$ cat config.mk
export PLATFORM = sky130hd
export DESIGN_NAME = reorder_buffer_flat
export DESIGN_NICKNAME = d
export VERILOG_FILES = /design/src/rtl/reorder_buffer_if.sv /design/src/rtl/reorder_buffer.sv /design/src/flat_wrapper.sv
export SDC_FILE = /design/constraint.sdc
export NUM_CORES = 2
export LEC_CHECK = 0
export CAP_MARGIN = 10
export CORE_ASPECT_RATIO = 1.75
export CORE_UTILIZATION = 62
export CTS_BUF_LIST = sky130_fd_sc_hd__clkbuf_16
export DETAILED_ROUTE_END_ITERATION = 16
export PLACE_DENSITY = 0.81
export SLEW_MARGIN = 20
export SYNTH_ARGS = -nofsm -noshare
export SYNTH_HDL_FRONTEND = slang
export SYNTH_SLANG_ARGS = --single-unit
$ cat constraint.sdc
create_clock -name clk -period 19.88 [get_ports clk]
set_input_delay 5.964 -clock clk [delete_from_list [all_inputs] [get_ports clk]]
set_output_delay 5.964 -clock clk [all_outputs]
set_load 0.1 [all_outputs]
$ cat src/rtl/reorder_buffer_if.sv
// Reorder buffer bus: allocate, writeback, operand query, commit, rollback.
// master = decode/execute/memory side, slave = reorder_buffer.
interface reorder_buffer_if #(
  parameter int DEPTH_LOG = 4,
  parameter int XLEN      = 32
);
  logic                 alloc_valid;
  logic [1:0]           alloc_type;
  logic [4:0]           alloc_rd;
  logic [31:0]          alloc_pc;
  logic                 alloc_pred;
  logic [DEPTH_LOG-1:0] alloc_id;
  logic                 full;

  logic                 wb_valid;
  logic [DEPTH_LOG-1:0] wb_id;
  logic [XLEN-1:0]      wb_value;
  logic                 wb_taken;
  logic [31:0]          wb_target;

  logic [DEPTH_LOG-1:0] q1_id;
  logic [DEPTH_LOG-1:0] q2_id;
  logic [XLEN-1:0]      q1_value;
  logic [XLEN-1:0]      q2_value;
  logic                 q1_ready;
  logic                 q2_ready;

  logic                 commit_valid;
  logic [1:0]           commit_type;
  logic [4:0]           commit_rd;
  logic [XLEN-1:0]      commit_value;
  logic [DEPTH_LOG-1:0] commit_id;
  logic                 store_ack;

  logic                 rollback;
  logic [31:0]          rollback_pc;
  logic                 halt;
  logic [DEPTH_LOG:0]   count;

  modport master (
    output alloc_valid, alloc_type, alloc_rd, alloc_pc, alloc_pred,
    input  alloc_id, full,
    output wb_valid, wb_id, wb_value, wb_taken, wb_target,
    output q1_id, q2_id,
    input  q1_value, q2_value, q1_ready, q2_ready,
    input  commit_valid, commit_type, commit_rd, commit_value, commit_id,
    output store_ack,
    input  rollback, rollback_pc, halt, count
  );

  modport slave (
    input  alloc_valid, alloc_type, alloc_rd, alloc_pc, alloc_pred,
    output alloc_id, full,
    input  wb_valid, wb_id, wb_value, wb_taken, wb_target,
    input  q1_id, q2_id,
    output q1_value, q2_value, q1_ready, q2_ready,
    output commit_valid, commit_type, commit_rd, commit_value, commit_id,
    input  store_ack,
    output rollback, rollback_pc, halt, count
  );
endinterface

$ cat src/rtl/reorder_buffer.sv
// Circular reorder buffer with in-order commit, store handshake, branch
// rollback and sticky halt. Ports: clk, rst (sync, active-high), rdy
// (global enable), bus (reorder_buffer_if.slave). Optional macro
// ROB_BYPASS_EN forwards a same-cycle writeback to the operand queries.
module reorder_buffer #(
  parameter int DEPTH_LOG = 4,
  parameter int XLEN      = 32
) (
  input  logic           clk,
  input  logic           rst,
  input  logic           rdy,
  reorder_buffer_if.slave bus
);
  localparam int N = 1 << DEPTH_LOG;
  localparam logic [DEPTH_LOG:0] NCNT = N[DEPTH_LOG:0];

  localparam logic [1:0] T_REG  = 2'b00;
  localparam logic [1:0] T_ST   = 2'b01;
  localparam logic [1:0] T_BR   = 2'b10;
  localparam logic [1:0] T_HALT = 2'b11;

  logic [DEPTH_LOG-1:0] head;
  logic [DEPTH_LOG-1:0] tail;
  logic [DEPTH_LOG:0]   cnt;

  logic [N-1:0]    busy;
  logic [N-1:0]    ready;
  logic [N-1:0]    pred;
  logic [N-1:0]    taken;
  logic [1:0]      etype  [N];
  logic [4:0]      rd     [N];
  logic [31:0]     pc     [N];
  logic [31:0]     target [N];
  logic [XLEN-1:0] value  [N];

  // Set while a store sits at head waiting for store_ack.
  logic st_pend;

  logic                 c_valid;
  logic [1:0]           c_type;
  logic [4:0]           c_rd;
  logic [XLEN-1:0]      c_value;
  logic [DEPTH_LOG-1:0] c_id;
  logic                 rb;
  logic [31:0]          rb_pc;
  logic                 halted;

  logic       full;
  logic       accept;
  logic       fire;
  logic       ack_done;
  logic       retire;
  logic [1:0] ht;
  logic       mispred;

  assign full     = cnt == NCNT;
  assign accept   = bus.alloc_valid && !full && !rb;
  assign ht       = etype[head];
  assign fire     = busy[head] && ready[head]
                 && !halted && !rb && !st_pend;
  assign mispred  = ht == T_BR && taken[head] != pred[head];
  assign ack_done = st_pend && bus.store_ack;
  assign retire   = (fire && ht != T_ST) || ack_done;

  always_ff @(posedge clk) begin
    if (rst) begin
      head    <= '0;
      tail    <= '0;
      cnt     <= '0;
      busy    <= '0;
      st_pend <= 1'b0;
      c_valid <= 1'b0;
      c_type  <= '0;
      c_rd    <= '0;
      c_value <= '0;
      c_id    <= '0;
      rb      <= 1'b0;
      rb_pc   <= '0;
      halted  <= 1'b0;
    end else if (rdy) begin
      if (rb) begin
        // Flush edge: everything younger than the branch is discarded.
        head    <= '0;
        tail    <= '0;
        cnt     <= '0;
        busy    <= '0;
        st_pend <= 1'b0;
        c_valid <= 1'b0;
        rb      <= 1'b0;
      end else begin
        if (accept) begin
          busy[tail]   <= 1'b1;
          ready[tail]  <= 1'b0;
          etype[tail]  <= bus.alloc_type;
          rd[tail]     <= bus.alloc_rd;
          pc[tail]     <= bus.alloc_pc;
          pred[tail]   <= bus.alloc_pred;
          tail         <= tail + DEPTH_LOG'(1);
        end
        if (bus.wb_valid && busy[bus.wb_id]) begin
          ready[bus.wb_id]  <= 1'b1;
          value[bus.wb_id]  <= bus.wb_value;
          taken[bus.wb_id]  <= bus.wb_taken;
          target[bus.wb_id] <= bus.wb_target;
        end
        // A pending store keeps its record visible until acknowledged.
        c_valid <= st_pend && !bus.store_ack;
        if (fire) begin
          c_valid <= 1'b1;
          c_type  <= ht;
          c_rd    <= rd[head];
          c_value <= value[head];
          c_id    <= head;
          if (ht == T_ST) begin
            st_pend <= 1'b1;
          end else begin
            busy[head] <= 1'b0;
            head       <= head + DEPTH_LOG'(1);
          end
          if (ht == T_HALT) halted <= 1'b1;
          if (mispred) begin
            rb    <= 1'b1;
            rb_pc <= taken[head] ? target[head]
                                 : pc[head] + 32'd4;
          end
        end
        if (ack_done) begin
          st_pend    <= 1'b0;
          busy[head] <= 1'b0;
          head       <= head + DEPTH_LOG'(1);
        end
        cnt <= cnt + (DEPTH_LOG+1)'(accept)
                   - (DEPTH_LOG+1)'(retire);
      end
    end
  end

`ifdef ROB_BYPASS_EN
  logic hit1;
  logic hit2;
  assign hit1 = bus.wb_valid && bus.wb_id == bus.q1_id;
  assign hit2 = bus.wb_valid && bus.wb_id == bus.q2_id;
  assign bus.q1_value = hit1 ? bus.wb_value : value[bus.q1_id];
  assign bus.q2_value = hit2 ? bus.wb_value : value[bus.q2_id];
  assign bus.q1_ready = hit1 || (busy[bus.q1_id] && ready[bus.q1_id]);
  assign bus.q2_ready = hit2 || (busy[bus.q2_id] && ready[bus.q2_id]);
`else
  assign bus.q1_value = value[bus.q1_id];
  assign bus.q2_value = value[bus.q2_id];
  assign bus.q1_ready = busy[bus.q1_id] && ready[bus.q1_id];
  assign bus.q2_ready = busy[bus.q2_id] && ready[bus.q2_id];
`endif

  assign bus.alloc_id     = tail;
  assign bus.full         = full;
  assign bus.count        = cnt;
  assign bus.commit_valid = c_valid;
  assign bus.commit_type  = c_type;
  assign bus.commit_rd    = c_rd;
  assign bus.commit_value = c_value;
  assign bus.commit_id    = c_id;
  assign bus.rollback     = rb;
  assign bus.rollback_pc  = rb_pc;
  assign bus.halt         = halted;
endmodule

$ cat src/flat_wrapper.sv
// flat-port wrapper written by rule: the top's interface ports become plain ports
module reorder_buffer_flat 
#(
  parameter int DEPTH_LOG = 4,
  parameter int XLEN      = 32
)
  (clk, rst, rdy, bus_alloc_valid, bus_alloc_type, bus_alloc_rd, bus_alloc_pc, bus_alloc_pred, bus_alloc_id, bus_full, bus_wb_valid, bus_wb_id, bus_wb_value, bus_wb_taken, bus_wb_target, bus_q1_id, bus_q2_id, bus_q1_value, bus_q2_value, bus_q1_ready, bus_q2_ready, bus_commit_valid, bus_commit_type, bus_commit_rd, bus_commit_value, bus_commit_id, bus_store_ack, bus_rollback, bus_rollback_pc, bus_halt, bus_count);
  reorder_buffer_if #(.DEPTH_LOG(DEPTH_LOG), .XLEN(XLEN)) bus_i ();
  input  logic clk;
  input  logic rst;
  input  logic rdy;
  input wire logic [$bits(bus_i.alloc_valid)-1:0] bus_alloc_valid;
  input wire logic [$bits(bus_i.alloc_type)-1:0] bus_alloc_type;
  input wire logic [$bits(bus_i.alloc_rd)-1:0] bus_alloc_rd;
  input wire logic [$bits(bus_i.alloc_pc)-1:0] bus_alloc_pc;
  input wire logic [$bits(bus_i.alloc_pred)-1:0] bus_alloc_pred;
  output wire logic [$bits(bus_i.alloc_id)-1:0] bus_alloc_id;
  output wire logic [$bits(bus_i.full)-1:0] bus_full;
  input wire logic [$bits(bus_i.wb_valid)-1:0] bus_wb_valid;
  input wire logic [$bits(bus_i.wb_id)-1:0] bus_wb_id;
  input wire logic [$bits(bus_i.wb_value)-1:0] bus_wb_value;
  input wire logic [$bits(bus_i.wb_taken)-1:0] bus_wb_taken;
  input wire logic [$bits(bus_i.wb_target)-1:0] bus_wb_target;
  input wire logic [$bits(bus_i.q1_id)-1:0] bus_q1_id;
  input wire logic [$bits(bus_i.q2_id)-1:0] bus_q2_id;
  output wire logic [$bits(bus_i.q1_value)-1:0] bus_q1_value;
  output wire logic [$bits(bus_i.q2_value)-1:0] bus_q2_value;
  output wire logic [$bits(bus_i.q1_ready)-1:0] bus_q1_ready;
  output wire logic [$bits(bus_i.q2_ready)-1:0] bus_q2_ready;
  output wire logic [$bits(bus_i.commit_valid)-1:0] bus_commit_valid;
  output wire logic [$bits(bus_i.commit_type)-1:0] bus_commit_type;
  output wire logic [$bits(bus_i.commit_rd)-1:0] bus_commit_rd;
  output wire logic [$bits(bus_i.commit_value)-1:0] bus_commit_value;
  output wire logic [$bits(bus_i.commit_id)-1:0] bus_commit_id;
  input wire logic [$bits(bus_i.store_ack)-1:0] bus_store_ack;
  output wire logic [$bits(bus_i.rollback)-1:0] bus_rollback;
  output wire logic [$bits(bus_i.rollback_pc)-1:0] bus_rollback_pc;
  output wire logic [$bits(bus_i.halt)-1:0] bus_halt;
  output wire logic [$bits(bus_i.count)-1:0] bus_count;
  assign bus_i.alloc_valid = bus_alloc_valid;
  assign bus_i.alloc_type = bus_alloc_type;
  assign bus_i.alloc_rd = bus_alloc_rd;
  assign bus_i.alloc_pc = bus_alloc_pc;
  assign bus_i.alloc_pred = bus_alloc_pred;
  assign bus_alloc_id = bus_i.alloc_id;
  assign bus_full = bus_i.full;
  assign bus_i.wb_valid = bus_wb_valid;
  assign bus_i.wb_id = bus_wb_id;
  assign bus_i.wb_value = bus_wb_value;
  assign bus_i.wb_taken = bus_wb_taken;
  assign bus_i.wb_target = bus_wb_target;
  assign bus_i.q1_id = bus_q1_id;
  assign bus_i.q2_id = bus_q2_id;
  assign bus_q1_value = bus_i.q1_value;
  assign bus_q2_value = bus_i.q2_value;
  assign bus_q1_ready = bus_i.q1_ready;
  assign bus_q2_ready = bus_i.q2_ready;
  assign bus_commit_valid = bus_i.commit_valid;
  assign bus_commit_type = bus_i.commit_type;
  assign bus_commit_rd = bus_i.commit_rd;
  assign bus_commit_value = bus_i.commit_value;
  assign bus_commit_id = bus_i.commit_id;
  assign bus_i.store_ack = bus_store_ack;
  assign bus_rollback = bus_i.rollback;
  assign bus_rollback_pc = bus_i.rollback_pc;
  assign bus_halt = bus_i.halt;
  assign bus_count = bus_i.count;
  reorder_buffer #(.DEPTH_LOG(DEPTH_LOG), .XLEN(XLEN)) u_core (.clk(clk), .rst(rst), .rdy(rdy), .bus(bus_i));
endmodule
Yosys cells after proc, flatten, opt, wreduce, memory -nomap -nowiden
Memory sizes are Yosys's and may differ from the RTL's. A register that Yosys moved wholly into a read port is not among the register bits.
Index checks and enable logic that the tools add are counted.
{"block": "totals", "regBits": 119, "mem_bits_rw": 1648, "in_bits": 123, "output_inout_bits": 154, "n_memories": 5}
{"name": "u_core.pc", "words": 16, "word_bits": 32, "rd": 1, "rd_ports_with_merged_regs": 1, "write_ports": 1, "line_no": "reorder_buffer.sv:32", "text": "logic [31:0] pc [N];"}
{"name": "u_core.target", "words": 16, "word_bits": 32, "rd": 1, "rd_ports_with_merged_regs": 1, "write_ports": 1, "line_no": "reorder_buffer.sv:33", "text": "logic [31:0] target [N];"}
{"name": "u_core.value", "words": 16, "word_bits": 32, "rd": 3, "rd_ports_with_merged_regs": 1, "write_ports": 1, "line_no": "reorder_buffer.sv:34", "text": "logic [XLEN-1:0] value [N];"}
{"name": "u_core.rd", "words": 16, "word_bits": 5, "rd": 1, "rd_ports_with_merged_regs": 1, "write_ports": 1, "line_no": "reorder_buffer.sv:31", "text": "logic [4:0] rd [N];"}
{"name": "u_core.etype", "words": 16, "word_bits": 2, "rd": 1, "rd_ports_with_merged_regs": 1, "write_ports": 1, "line_no": "reorder_buffer.sv:30", "text": "logic [1:0] etype [N];"}
{"block": "op_classes", "add_sub_neg": 5, "order_cmp": 8, "eq_ne": 7, "muxes": 75, "bitwise": 9, "n_reduce_logical": 34}
{"cell": "two-way mux 16 bit", "n": 16}
{"cell": "bitwise AND 16 bit", "n": 3}
{"cell": "two-way mux 4 bit", "n": 12}
{"cell": "binary-select mux 1 bit (select 4 bit)", "n": 9}
{"cell": "adder 32 x 3 -> 32 bit, second input constant", "n": 1}
{"cell": "bitwise mux 16 bit", "n": 2}
{"cell": "two-way mux 32 bit", "n": 1}
{"cell": "inverter 16 bit", "n": 2}
{"cell": "bitwise OR 16 bit", "n": 2}
{"cell": "two-way mux 1 bit", "n": 31}
{"cell": "less-than comparator 4 x 5 -> 1 bit, second input constant", "n": 5}
{"cell": "logical AND 1 bit", "n": 16}
{"cell": "AND reduction 4 bit", "n": 4}
{"cell": "demux 1 bit (select 4 bit)", "n": 3}
{"cell": "greater-or-equal comparator 4 x 1 -> 1 bit, second input constant", "n": 3}
{"cell": "AND reduction 3 bit", "n": 4}
{"cell": "adder 4 x 1 -> 4 bit, second input constant", "n": 2}
{"cell": "nonzero test 3 bit", "n": 2}
{"cell": "adder 5 x 1 -> 5 bit", "n": 1}
{"cell": "== test 5 bit, second input constant", "n": 1}
{"cell": "zero test 1 bit", "n": 5}
{"cell": "two-way mux 5 bit", "n": 1}
{"cell": "subtractor 5 x 1 -> 5 bit", "n": 1}
{"cell": "== test 2 bit, second input constant", "n": 2}
{"cell": "other kinds (8)", "n": 9}

Logic depth before layout (Yosys ltp)
{"block": "logic_depth", "word_depth": 18, "depth_mapped": 22, "ltp_nobuf": 18}

Worst setup path before layout
Ideal clock, no wire load.
{"block": "synth_timing", "path_type": "input to output", "startpoint": "in bus_q2_id[1]", "endpoint": "out bus_q2_ready", "t_arrival_ps": 8880, "required_ps": 13916, "setup_slack_ps": 5036, "cell_stages": 7, "path_cell_list": "clkbuf_1 > clkbuf_1 > buf_1 > mux4_2 > o21ai_0 > nor2_1 > a21oi_1"}
{"block": "synth_via", "elab_chain_cells": 3, "word_cells_on_any_way": 5}
{"item": "from (decl)", "line_no": "flat_wrapper.sv:25", "text": "input wire logic [$bits(bus_i.q2_id)-1:0] bus_q2_id;"}
{"item": "binary-select mux 1 bit (select 4 bit)", "line_no": "reorder_buffer.sv:151", "text": "assign bus.q2_ready = busy[bus.q2_id] && ready[bus.q2_id];"}
{"item": "two-way mux 1 bit (implied by the code)", "line_no": "reorder_buffer.sv:151"}
{"item": "logical AND 1 bit (*)", "line_no": "reorder_buffer.sv:151"}
{"item": "to (decl)", "line_no": "flat_wrapper.sv:29", "text": "output wire logic [$bits(bus_i.q2_ready)-1:0] bus_q2_ready;"}
Every way passes the cells marked *; elsewhere a longest branch is shown, timed or not. The select of a mux whose other input is x is not followed.

Worst setup path after layout
{"block": "layout_timing", "startpoint": "in bus_q2_id[0]", "endpoint": "out bus_q2_value[0]"}
{"block": "layout_via", "elab_chain_cells": 1}
{"item": "memory (16 x 32 bit)"}
{"item": "to (decl)", "line_no": "flat_wrapper.sv:27", "text": "output wire logic [$bits(bus_i.q2_value)-1:0] bus_q2_value;"}
No other way between the ends.

==> results.tsv <==
metric	value	unit
vias	40872	
num-fill-cells	7185	
synth-simple-area-share	2.03	%
synthXorXnorAreaFrac	0.293	%
antenna_left	0	
synthTopCellsByArea	edfxtp_1 66%, mux4_2 24%, dfxtp_1 2.9%, mux2i_1 0.86%, nor2_1 0.73%	
fin_skew	0.0362	ns
min_period_over_period	77.9	%
hold_buffers	0	
htree_num_levels	4	
relSlewSlack	20.8	%
core_area	124000	sq um
die_y	470	um
cts.sinks	1808	
clkTransAtPathRegs	0.07	ns
yosysMostFrequentCell	edfxtp_1	
synth.yosys.warnings	0	
power_density	88.0	nW/um^2
drive_above_1_share	30.4	%
required	13.92	ns
finalWeightedCongestion	0.870	
max_clock_freq	64.6	MHz
synth_top_area_cell	edfxtp_1	
syn_nets	3718	
post_cts_buffers	0	
die_area	127000	sq um
cts_tree	done	
chipWidth	270	um
end_kind	output pin	
postSynth.asyncResetShare	0	%
finalPower	7670	uW
synth_top_cell_area_share	65.6	%
yosysUniqueCellTypes	73	
postSynthAreaPerCell	21.7	sq um
synth_edf_count	1696	
area_delta_synth_final	12.3	%
path_class	in -> out	
grt_pass1_vias	42118	
synth_fa_ha_area_share	0.267	%
wl_per_cell	35.5	um
vias_per_cell	7.27	
track_usage	32.0	%
grt_setup_unrepaired	no	
synth_top_family_by_area	multiplexers	
finalHoldViolCount	0	
final_area	87200	sq um
startpoint_type	input port	
hold_path_class	reg -> reg	
cts_buffers	154	
worst-r2r-setup-slack	13.69	ns
root_buffer	clkbuf_16	
cts_buffer_depth	3	
grt_max_degree	148	
min_period	15.48	ns
grt_pass1_wl	289	mm
synth_compound_area_share	1.76	%
setup_tns	0	ns
outcome	finished, final reports clean	
insertion_delay	0.81	ns
initial_core_util	62.6	%
utilization	70.3	%
worst_pin_slew	1.18	ns
ir_drop	0.0896	mV
drtIter0Drc	5048	
pin_count	277	
final-setup-viol-count	0	
antenna_found_initial	21	
path_max_fanout	68	
drt-total-wl	199	mm
crit_arrival	9.51	ns
p_leak	0.0263	uW
first_pass_iters	7	
portBuffers	276	
drcViolationCount	0	
placed_area	82100	sq um
ys_top_cells_by_count	1696 x edfxtp_1, 828 x mux4_2, 152 x nor2_1, 116 x clkbuf_1, 112 x dfxtp_1	
synth.area.mux_share	25.5	%
netlist_area	77700	sq um
maxCapViolCount	0	
seq_area_frac_synth	68.5	%
ctsResizeCount	0	
place_hpwl	109	mm
synth_ff_type	edfxtp_1	
placementRows	171	
fin_nets	3976	
netlist_instances	3579	
overflow	0	
synth-seq-cells	1808	
drv_slew	0	
## registers in the layout (all words and copies together) (netlist names), 32 cells and up, named ones only
| register | flops |
|---|---|
| u_core.bus.commit_value | 32 |
| u_core.bus.rollback_pc | 32 |
| u_core.etype | 32 |
| u_core.pc | 512 |
| u_core.rd | 80 |
| u_core.target | 512 |
| u_core.value | 512 |
## routing by layer
layer | global-route usage (%) | vias up | wire (um)
li1 | - | 15983 | -
met1 | 40.2 | 21549 | 67300
met2 | 53.6 | 2765 | 102000
met3 | 5.94 | 551 | 18700
met4 | 17.0 | 24 | 10800
met5 | 0 | - | 159
## path summary, 6_finish.rpt
| kind | startpoint | to | cells after the start |
|---|---|---|---|
| worst max-delay path | bus_q2_id[0] | bus_q2_value[0] | 5 |
| worst min-delay path | u_core.bus.commit_id[3] | u_core.bus.commit_id[3] | 2 |
| worst max register to register | u_core.head[1] | u_core.bus.rollback_pc[27] | 9 |
| worst min register to register | u_core.bus.commit_id[3] | u_core.bus.commit_id[3] | 2 |
## layout make-up
| class | count | area (sq um) | area share, % |
|---|---|---|---|
| Sequential cell | 1808 | 53200 | 61.0 |
| Multi-Input combinational cell | 1495 | 23400 | 26.9 |
| Timing Repair Buffer | 351 | 3370 | 3.86 |
| Clock buffer | 156 | 3900 | 4.48 |
| Clock inverter | 129 | 1110 | 1.28 |
| Antenna cell | 12 | 30.0 | 0.0344 |
| Inverter | 27 | 104 | 0.119 |
| Tap cell | 1643 | 2060 | 2.36 |
## worst max-delay path, stage by stage
cell,delay (ns)
clkbuf_8,0.61
buf_4,0.72
mux4_2,0.61
mux4_2,0.49
clkdlybuf4s50_1,1.02
## cell families after synthesis
group	Yosys count
DFF	1808
buffers and inverters	276
adders and majority gates	16
muxes	916
xor gates and xnor gates	26
and+or+nand+nor	338
AOI/OAI and AO/OA	199
## stage by stage
| stage | hold WS [ns] | std cells | setup slack [ns] |
|---|---|---|---|
| 3_5_place_dp | 0.470 | 5323 | 3.96 |
| 2_1_floorplan | 0.454 | 3579 | 5.04 |
| 3_3_place_gp | 0.466 | 5322 | 4.01 |
| 5_1_grt | 0.513 | 5618 | 4.16 |
| 6_report | 0.479 | 5621 | 4.40 |
| 4_1_cts | 0.478 | 5608 | 3.96 |
## cell usage in the layout (no fill, tap or decap), types with 17 or more instances in the layout
cell type,instances
a21oi_1,35
a31oi_1,17
buf_4,72
clkbuf_16,156
clkdlybuf4s50_1,262
clkinv_1,36
clkinv_2,27
dfxtp_1,105
edfxtp_1,1696
inv_1,53
mux2i_1,67
mux4_2,828
nand2_1,68
nand3_1,27
nand4_1,17
nor2_1,120
nor2_4,33
o211ai_1,18
o21ai_0,48
## power breakdown
part	internal (uW)	switching, uW
clock	1650	1360
combinational	171	320
sequential	4170	10.8
total	5990	1690
Power figures use the tool's default switching activity.
